<file path="config.mk">
export PLATFORM = sky130hd
export DESIGN_NAME = register_scoreboard
export DESIGN_NICKNAME = d
export VERILOG_FILES = /design/src/rtl/register_scoreboard.sv
export SDC_FILE = /design/constraint.sdc
export NUM_CORES = 1
export LEC_CHECK = 0
export BUFFER_PORTS_ARGS = -buffer_cell sky130_fd_sc_hd__buf_4
export CORE_MARGIN = 4
export CORE_UTILIZATION = 50
export CTS_CLUSTER_DIAMETER = 60
export CTS_CLUSTER_SIZE = 14
export DETAILED_ROUTE_END_ITERATION = 6
export GPL_TIMING_DRIVEN = 0
export PLACE_DENSITY = 0.75
export SLEW_MARGIN = 20
export SYNTH_ARGS = -nofsm -noshare
export SYNTH_HDL_FRONTEND = slang
export SYNTH_SLANG_ARGS = --single-unit
</file>
<file path="constraint.sdc">
create_clock -name clk -period 5.05 [get_ports clk]
set_clock_uncertainty 0.15 [all_clocks]
set_input_delay 0.505 -clock clk [delete_from_list [all_inputs] [get_ports clk]]
set_output_delay 0.505 -clock clk [all_outputs]
set_load 0.02 [all_outputs]
</file>
<file path="src/rtl/register_scoreboard.sv">
// register_scoreboard: per-register pending-write counters feeding the decode stall.
// Optional feature macro: SCOREBOARD_WB_BYPASS_EN (a write retiring this cycle is
// readable in the same cycle, so it does not make its register busy).
module register_scoreboard #(
    parameter int unsigned REGISTER_COUNT = 32,
    parameter int unsigned MAX_PENDING    = 3,
    localparam int unsigned ADR_W = $clog2(REGISTER_COUNT),
    localparam int unsigned CNT_W = $clog2(MAX_PENDING + 1)
) (
    input  logic             clk,
    input  logic             reset,
    input  logic             issueValid,
    input  logic             issueWritesRd,
    input  logic [ADR_W-1:0] issueRdAdr,
    input  logic [ADR_W-1:0] rs1Adr,
    input  logic [ADR_W-1:0] rs2Adr,
    input  logic             rs1Used,
    input  logic             rs2Used,
    input  logic             wbValid,
    input  logic [ADR_W-1:0] wbRdAdr,
    input  logic             killValid,
    input  logic [ADR_W-1:0] killRdAdr,
    output logic             Rs1Busy,
    output logic             Rs2Busy,
    output logic             Stall,
    output logic             IssueAccept,
    output logic             Underflow
);

    logic [CNT_W-1:0] count_q [REGISTER_COUNT];
    logic [CNT_W-1:0] count_d [REGISTER_COUNT];
    logic             underflow_q, underflow_d;
    logic             rs1_busy, rs2_busy, full, stall;

    // Source busy detection; the bypass variant hides a register whose last write retires now.
    always_comb begin
`ifdef SCOREBOARD_WB_BYPASS_EN
        rs1_busy = rs1Used && (count_q[rs1Adr] != '0) &&
                   !(wbValid && (wbRdAdr == rs1Adr) && (count_q[rs1Adr] == CNT_W'(1)));
        rs2_busy = rs2Used && (count_q[rs2Adr] != '0) &&
                   !(wbValid && (wbRdAdr == rs2Adr) && (count_q[rs2Adr] == CNT_W'(1)));
`else
        rs1_busy = rs1Used && (count_q[rs1Adr] != '0);
        rs2_busy = rs2Used && (count_q[rs2Adr] != '0);
`endif
        full  = issueWritesRd && (issueRdAdr != '0) &&
                (count_q[issueRdAdr] == CNT_W'(MAX_PENDING));
        stall = issueValid && (rs1_busy || rs2_busy || full);
    end

    // Outputs are forced low while reset is held.
    always_comb begin
        Rs1Busy     = reset && rs1_busy;
        Rs2Busy     = reset && rs2_busy;
        Stall       = reset && stall;
        IssueAccept = reset && issueValid && !stall;
        Underflow   = underflow_q;
    end

    // Net per-register change: one possible issue, up to two releases, clamped at zero.
    always_comb begin : next_state
        logic [CNT_W+1:0] sum;
        logic [CNT_W+1:0] dec;
        logic             inc;
        underflow_d = underflow_q;
        count_d[0]  = '0;
        for (int unsigned r = 1; r < REGISTER_COUNT; r++) begin
            inc = issueValid && !stall && issueWritesRd && (issueRdAdr == ADR_W'(r));
            dec = {{(CNT_W+1){1'b0}}, wbValid && (wbRdAdr == ADR_W'(r))} +
                  {{(CNT_W+1){1'b0}}, killValid && (killRdAdr == ADR_W'(r))};
            sum = {2'b00, count_q[r]} + {{(CNT_W+1){1'b0}}, inc};
            if (sum < dec) begin
                count_d[r]  = '0;
                underflow_d = 1'b1;
            end else begin
                count_d[r] = CNT_W'(sum - dec);
            end
        end
    end

    // Counter and sticky error state; reset forgets every in-flight write.
    always_ff @(posedge clk or negedge reset) begin
        if (!reset) begin
            count_q     <= '{default: '0};
            underflow_q <= 1'b0;
        end else begin
            count_q     <= count_d;
            underflow_q <= underflow_d;
        end
    end

endmodule

</file>
==> metrics.txt, run 1 <==
outcome completed; VDD IR max 155 uV; Pleak around 0.0038 uW; Final Util 0.585; initial antenna violation count 0; first-pass GRT wire length 33.5 mm; Port Buffers 30; Synth Instances between 700 and 800; Most Crowded Layer GR met2; Cell Rows 43; clk_lat worst skew 0.36 ns; Worst R2R Start count_q[45]; DIE AREA 0.0164 mm2; layout cells sized above 1 0.149; number of max-cap violations 0; Avg WL per Cell 20.4 um; GR Util met1 0.374; CP Capture Type register; Slowest cell on crit path fa_1; Hold WC Path Type primary input to asynchronous set/reset pin; DP Wirelength approximately 17 mm; ANT nets after route 0; Final setup viols 0; max incr delay on CP 0.48 ns; total grt overflow 0; Mapped Avg Cell Area 9.11 um2; fmax 0.202 GHz; H-Tree Depth 3; number of synthesized flops with an enable pin 0; most frequent cells in the layout nor2_1 (121), ha_1 (118), inv_1 (97); # IOs 38; most common cell after layout, fill and taps aside nor2_1; drt first pass iters 7; initial drt markers roughly 700; critical path arrival ~5.0 ns; Layout Area Growth over Synthesis 13.5%; Unique masters post-synth 56; crit path kind register to register; final RePlAce weighted congestion 1.04; CTS tree done; synthesized net count 979; Tot Pwr roughly 2200 uW; clk root buf clkbuf_16; Via Count 6276; Synth async-reset ratio 1.00; Placed Cells about 1000; final WL 20.9 mm; synth warn 0; Yosys reg bits 63; Final min period around 5.0 ns; Core Box Area 0.0140 mm2; TNS Setup 0 ns; vias per std cell 6.12; CP Data Required Time about 5 ns; period utilization 0.981; Slew @ Worst Pin 0.909 ns; Clock transition at path regs 0.06 ns; Final Max Tran Viols 0; PwrDens 268 mW/mm2; M3 GR Usage 0.0533; M2 GR Usage 0.409; Finished Cell Area 0.00818 mm2; number of fill cells between 1000 and 1500; critical path launch point type register; initial core utilization 0.515; total global-route track usage 0.270; Antenna diodes 0; CP max FO 10; clk sinks 63; Syn Std Cell Area between 0.007 and 0.008 mm2; hold buffers post-CTS 0; relative slew slack 0.394; Remaining DRCs 0; die height 128 um; Layout Cells excl Fill around 1000; register area share after synthesis 0.219; Total Nets Final 1030; Final Hold Viols 0; Placed Area 0.00766 mm2; clock buffer depth 2; CTS Buf Count 9; crit-path cells and2_1 > mux4_2 > a2111o_1 > a32oi_2 > o211ai_4 > buf_6 > nor3_2 > ha_1 > inv_1 > fa_1 > or3_1 > a22o_1 > a221o_1 > nor4_4 > nand3_2; Main synth FF type dfrtp_1; vias in the first global route 6074; largest net degree at the start of global routing 67; Crit. Startpoint count_q[45]; Die W about 130 um
worst max-delay path, delay by kind of cell, from the launching register on:
family                   cells  cell delay (ns)
multiplexers                 1             0.46
AND/OR/NAND/NOR              5             1.28
adder cells (fa/ha/maj)      2             0.68
flip-flops                   1             0.44
buffers and inverters        2             0.26
AO/OA/AOI/OAI                5             1.51
final timing paths:
path	depth (start not counted)	slack [ns]	to
setup / recovery	15	0.09	Underflow
hold / removal	1	0.14	count_q[39]
setup reg to reg	15	0.09	Underflow
hold reg to reg	3	0.56	Underflow
max in group asynchronous	1	3.98	count_q[45]
min in group clk	3	0.56	Underflow
cells by family (layout without fill, tap and decap cells):
group           after synthesis  after routing  share of synthesized area
mux                          28             28                     0.0754
compound gates               76             76                     0.0752
xor+xnor                     31             31                     0.0377
flops                        63             63                      0.219
simple gates                312            312                      0.222
buf+inv                     126            180                     0.0698
fa+ha+maj                   155            155                      0.301
routing by layer:
layer / vias up / share of wire
met5: - / 0
met4: 0 / 0.044
met3: 76 / 0.10
met2: 339 / 0.44
met1: 3015 / 0.41
li1: 2846 / -
registers in the layout, indices dropped and copies added (netlist names):
name and count:
count_q 62, Underflow 1
synth_stat cells (4+ instances only):
library cell	number	area, um2
xnor2_1	31	272
and2_1	5	31.3
nand2_1	33	124
nand2b_1	11	68.8
a21oi_1	33	165
or3_1	27	169
inv_1	97	364
nor2_1	121	454
a22o_1	7	61.3
a221o_1	5	50.1
a2111oi_0	5	43.8
buf_2	9	45.0
dfrtp_1	63	1580
clkbuf_1	14	52.6
mux2i_1	7	70.1
nor4_1	5	31.3
nor3_1	50	250
nand4_1	4	25.0
nor4b_1	4	35.0
fa_1	31	621
nor4_2	7	87.6
nand3_1	16	80.1
o31a_1	6	52.6
mux4_2	21	473
nor3b_1	6	45.0
nand3b_1	6	45.0
ha_1	124	1550
timing repair:
action                                  CTS  global route
endpoints found under the setup margin    1             1
pin swaps                                 6             9
resized for setup                        14            22
buffers inserted                          9             2
layout make-up:
class | count | area [um2] | area share
multi-input combinational | 602 | 5320 | 0.650
sequential | 63 | 1580 | 0.193
inverter | 98 | 368 | 0.0450
timing repair buffer | 41 | 308 | 0.0376
clock buffer | 12 | 236 | 0.0289
tap | 180 | 225 | 0.0275
buffer | 27 | 136 | 0.0167
clock inverter | 2 | 10.0 | 0.00122
through the flow:
step           hold slack, ns  setup WS [ns]
5_1_grt                 0.220        -0.0328
3_5_place_dp            0.544         -0.686
2_1_floorplan          0.0594          0.454
6_report                0.140         0.0950
4_1_cts                 0.169        0.00289
3_3_place_gp            0.545         -0.709
report_power, final:
| part | switching, uW | internal [uW] | total [uW] |
|---|---|---|---|
| clock | 244 | 325 | 569 |
| sequential | 166 | 625 | 792 |
| combinational | 462 | 366 | 828 |
Power figures use the tool's default switching activity.
==> inputs of run 2 (changes only) <==
Clock period 5.05 ns to 6 ns, I/O delays scaled along.
==> run 2 against run 1 <==
Against the previous run: utilization fell by 2.0 points; hold slack gained 0.095 ns; highest routed layer unchanged; sequential cell count stayed put; final cell count shrank 0.98%; sequential share of layout area grew 0.66 points; register-to-register slack better by 0.20 ns; critical endpoint unchanged; global-route usage fell by 0.26 points; largest power group is now sequential cells; non-clock buffer count fell by 10; combinational power fell by 22%; fmax shrank 13%.
==> metrics.txt, run 2 (same netlist as run 1, synthesis figures left out) <==
hold slack 0.234 ns (+0.0946 ns); Post-CTS Setup Inserts 0 (-9); Total Nets Final 1020 (-0.97%); Slew @ Worst Pin 0.904 ns (-0.00487 ns); # IOs 38 (unchanged); pre-CTS WS 0.169 ns (+0.855 ns); Layout Area Growth over Synthesis 9.67%; Port Buffers 30 (unchanged); layout cells sized above 1 0.111 (-0.0377); most common cell after layout, fill and taps aside ha_1; RSZ-0062 raised after global routing no; fmax 0.175 GHz (-13%); CTS Buf Count 9 (unchanged); vias per std cell 6.08 (-0.74%); TNS Setup 0 ns (unchanged); most frequent cells in the layout ha_1 (124), nor2_1 (121), inv_1 (97); clk_lat worst skew 0.36 ns (about the same); ANT nets after route 0 (unchanged); Largest register FFs 62 (unchanged); initial antenna violation count 0 (unchanged); initial core utilization 0.515 (unchanged); VDD IR max 127 uV (-18%); outcome completed; number of max-cap violations 0 (unchanged); Remaining DRCs 0 (unchanged); CP Data Required Time 6.01 ns (+0.91 ns); final setup margin 0.293 ns (+0.198 ns); Final setup viols 0 (unchanged); clk sinks 63 (unchanged); die height 128 um (unchanged); total global-route track usage 0.267 (-0.00263); Final Util 0.565 (-0.0197); total grt overflow 0 (unchanged); final RePlAce weighted congestion 1.04 (unchanged); period utilization 0.951 (-0.0300); Clock transition at path regs 0.06 ns (about the same); CP max FO 10 (unchanged); CP Capture Type register; Core Box Area 0.0140 mm2 (unchanged); Final min period 5.71 ns (+0.752 ns); Pleak 0.00371 uW (-1.9%); vias in the first global route 5963 (-1.8%); PwrDens 226 mW/mm2 (-16%); DP Wirelength 16.8 mm (unchanged); Biggest register count_q; Cell Rows 43 (unchanged); clock buffer depth 2 (unchanged); Final Hold Viols 0 (unchanged); post_cts resized 0 (-14); Via Count 6169 (-1.7%); critical path launch point type register; Die W 128 um (unchanged); DIE AREA 0.0164 mm2 (unchanged); Hold WC Path Type primary input to asynchronous set/reset pin; final WL 20.6 mm (-1.5%); relative slew slack 0.397 (+0.00325); H-Tree Depth 3 (unchanged); initial drt markers 742 (+7.4%); hold buffers post-CTS 0 (unchanged); Avg WL per Cell 20.3 um (-0.53%); critical path arrival 5.71 ns (+0.71 ns); crit path kind register to register; Antenna diodes 0 (unchanged); drt first pass iters 6 (-1); first-pass GRT wire length 33.1 mm (-1.3%); Tot Pwr 1790 uW (-18%); Final Max Tran Viols 0 (unchanged); largest net degree at the start of global routing 67 (unchanged); clk root buf clkbuf_16; CTS tree done
[run 2: cell types whose count changed in the layout (fill, tap and decap cells not counted), moves of 4 or more]
cell and delta:
ha_1 +6, ha_2 -6, nor4b_4 -4, buf_4 -11
[run 2: metal layers]
metal,up-vias,global-route usage,part of all wire
li1,2818,-,-
met1,2955,0.375,0.43
met2,339,0.404,0.44
met3,57,0.0538,0.092
met4,0,0.111,0.039
met5,-,0,0
[run 2: final cells by class]
type / instances / area (um2)
Tap cell: 180 / 225
Clock inverter: 2 / 10.0
Clock buffer: 12 / 236
Buffer: 28 / 135
Timing Repair Buffer: 30 / 225
Inverter: 98 / 368
Sequential cell: 63 / 1580
Fill cell: 1267 / 6090
Multi-Input combinational cell: 602 / 5130
[run 2: per-stage QoR]
stage	cell area, um2	std cells
6_report	7900	1015
5_1_grt	7900	1015
4_1_cts	7900	1015
3_5_place_dp	7660	1001
3_3_place_gp	7660	1001
2_1_floorplan	7210	791
[run 2: power by group]
| part | switching (uW) | leakage, uW | internal (uW) |
|---|---|---|---|
| combinational | 364 | 0.00277 | 281 |
| clock | 205 | 0.000122 | 274 |
| sequential | 138 | 0.000823 | 526 |
[run 2: final timing paths]
path                             start          end  slack, ns  depth (start not counted)
max                        count_q[44]    Underflow       0.29                         15
min                              reset  count_q[39]       0.23                          1
max reg2reg                count_q[44]    Underflow       0.29                         15
min reg2reg                count_q[41]  count_q[40]       0.62                          3
max in group asynchronous        reset  count_q[12]       4.89                          1
min in group clk           count_q[41]  count_q[40]       0.62                          3
[run 2: critical path, stage by stage, from the launching register on]
cell,delay (ns)
dfrtp_1,0.42
and2_1,0.19
mux4_2,0.47
a2111o_1,0.43
a32oi_1,0.29
o211ai_2,0.27
buf_6,0.23
nor4b_2,0.38
ha_1,0.25
inv_1,0.06
fa_1,0.49
or3_1,0.40
a22o_1,0.25
a221o_1,0.29
a2111oi_0,0.66
nand3_1,0.28
==> inputs of run 3 (changes only) <==
==> constraint.sdc (replaced) <==
create_clock -name clk -period 6 [get_ports clk]
set_clock_uncertainty 0.15 [all_clocks]
set_input_delay 1.2 -clock clk [delete_from_list [all_inputs] [get_ports clk]]
set_output_delay 1.2 -clock clk [all_outputs]
set_load 0.02 [all_outputs]
==> run 3 against run 2 <==
Against the previous run: highest routed layer unchanged; hold slack gained 0.39 ns; fmax fell by 2.6%; largest power group unchanged; first-iteration DRC count up 5.1%; die area did not move; power up 0.78%; sequential power about the same; final cell count is 0.20% higher; largest cell class unchanged; final area rose by 0.62%; combinational power is 2% higher; global-route usage about the same; setup slack got worse by 0.16 ns.
==> metrics.txt, run 3 (same netlist as run 1, synthesis figures left out) <==
DP Wirelength 16.8 mm (unchanged); PwrDens 227 mW/mm2 (+0.16%); most frequent cells in the layout ha_1 (124), nor2_1 (121), inv_1 (97); reg2reg setup slack 0.59 ns (+0.30 ns); Via Count 6186 (+0.28%); Antenna diodes 0 (unchanged); Final Util 0.568 (+0.00349); H-Tree Depth 3 (unchanged); DIE AREA 0.0164 mm2 (unchanged); initial core utilization 0.515 (unchanged); first-pass GRT wire length 33.1 mm (-0.17%); ANT nets after route 0 (unchanged); max incr delay on CP 0.54 ns (-0.12 ns); RSZ-0062 raised after global routing no; Placed Cells 1001 (unchanged); CP Buf/Inv Count 4 (+2); # IOs 38 (unchanged); period utilization 0.977 (+0.0259); Avg WL per Cell 20.4 um (+0.54%); Final setup viols 0 (unchanged); CP Data Required Time 6.04 ns (+0.03 ns); clk root buf clkbuf_16; CTS Buf Count 9 (unchanged); drt first pass iters 6 (unchanged); total grt overflow 0 (unchanged); number of fill cells 1266 (-0.079%); Layout Area Growth over Synthesis 10.3%; number of max-cap violations 0 (unchanged); initial antenna violation count 0 (unchanged); Core Box Area 0.0140 mm2 (unchanged); critical path launch point type primary input; final RePlAce weighted congestion 1.04 (unchanged); crit-path cells buf_4 > buf_2 > mux4_2 > mux2i_1 > mux2i_1 > a32oi_1 > o211ai_4 > buf_2 > nor3_1 > ha_1 > inv_1 > fa_1 > or3_1 > a22o_1 > a221o_1 > nor4_2 > nand3_1; fmax 0.171 GHz (-2.6%); Total Nets Final 1022 (+0.20%); vias in the first global route 5977 (+0.23%); CP max FO 10 (unchanged); most common cell after layout, fill and taps aside ha_1; relative slew slack 0.398 (+0.000541); Layout Cells excl Fill 1017 (+0.20%); final WL 20.8 mm (+0.74%); Slowest cell on crit path mux4_2; Pleak 0.00373 uW (+0.46%); vias per std cell 6.08 (about the same); VDD IR max 129 uV (+2.0%); total global-route track usage 0.267 (about the same); Tot Pwr 1800 uW (+0.78%); CP Capture Type register; clock buffer depth 2 (unchanged); Hold WC Path Type register to register; Clock transition at path regs 0.05 ns (about the same); Final Hold Viols 0 (unchanged); Final min period 5.86 ns (+0.155 ns); outcome completed; Cell Rows 43 (unchanged); Slew @ Worst Pin 0.904 ns (-0.000812 ns); initial drt markers 780 (+5.1%); Biggest register count_q; critical path arrival 5.90 ns (+0.19 ns); CTS tree done; clk_lat worst skew 0.36 ns (about the same); largest net degree at the start of global routing 67 (unchanged); clk sinks 63 (unchanged); die height 128 um (unchanged); Final Max Tran Viols 0 (unchanged); delay-heaviest family, CP simple AND/OR/NAND/NOR gates; Port Buffers 30 (unchanged); Largest register FFs 62 (unchanged); Die W 128 um (unchanged); crit path kind primary input to register; hold slack 0.619 ns (+0.385 ns); layout cells sized above 1 0.119 (+0.00810); Remaining DRCs 0 (unchanged)
run 3: final timing paths:
path / start / endpoint / depth (start not counted)
min in group asynchronous: reset / count_q[32] / 1
hold reg to reg: Underflow / Underflow / 3
setup reg to reg: count_q[45] / Underflow / 15
max in group asynchronous: reset / count_q[19] / 1
hold / removal: Underflow / Underflow / 3
setup / recovery: issueRdAdr[0] / Underflow / 17
run 3: tightest hold or removal path, cell delays in order (launching register included):
cell,delay [ns]
dfrtp_1,0.37
or4_1,0.14
nor4_2,0.07
nand3_1,0.14
run 3: stage by stage:
stage,setup TNS (ns),setup WS [ns],cell area (um2)
6_report,0,0.137,7950
5_1_grt,0,0.0363,7950
4_1_cts,0,0.0164,7920
3_5_place_dp,-0.431,-0.431,7660
3_3_place_gp,-0.454,-0.454,7660
2_1_floorplan,0,0.709,7210
run 3: layer usage:
metal | wire length, um | GRT usage | up-vias
met1 | 8810 | 0.379 | 2952
met4 | 793 | 0.117 | 0
li1 | - | - | 2824
met2 | 9130 | 0.400 | 350
met3 | 2040 | 0.0488 | 60
met5 | 0 | 0 | -
run 3: cell type report:
cell class	instances	area [um2]	share of cell area
Tap cell	180	225	0.0283
Inverter	98	368	0.0463
Buffer	28	136	0.0172
Sequential cell	63	1580	0.198
Clock inverter	2	10.0	0.00126
Clock buffer	12	236	0.0297
Timing Repair Buffer	32	240	0.0302
Multi-Input combinational cell	602	5160	0.649
run 3: report_power, final:
part	internal [uW]	switching (uW)	total, uW	leakage [uW]
clock	274	208	482	0.000122
combinational	286	369	655	0.00278
sequential	526	138	664	0.000823
total	1090	715	1800	0.00373
run 3: what timing repair did:
action,4_1_cts,5_1_grt
pin swaps,1,0
cloned,0,0
setup endpoints to repair,1,1
resized for setup,1,7
hold buffers,0,0
setup buffers,2,0
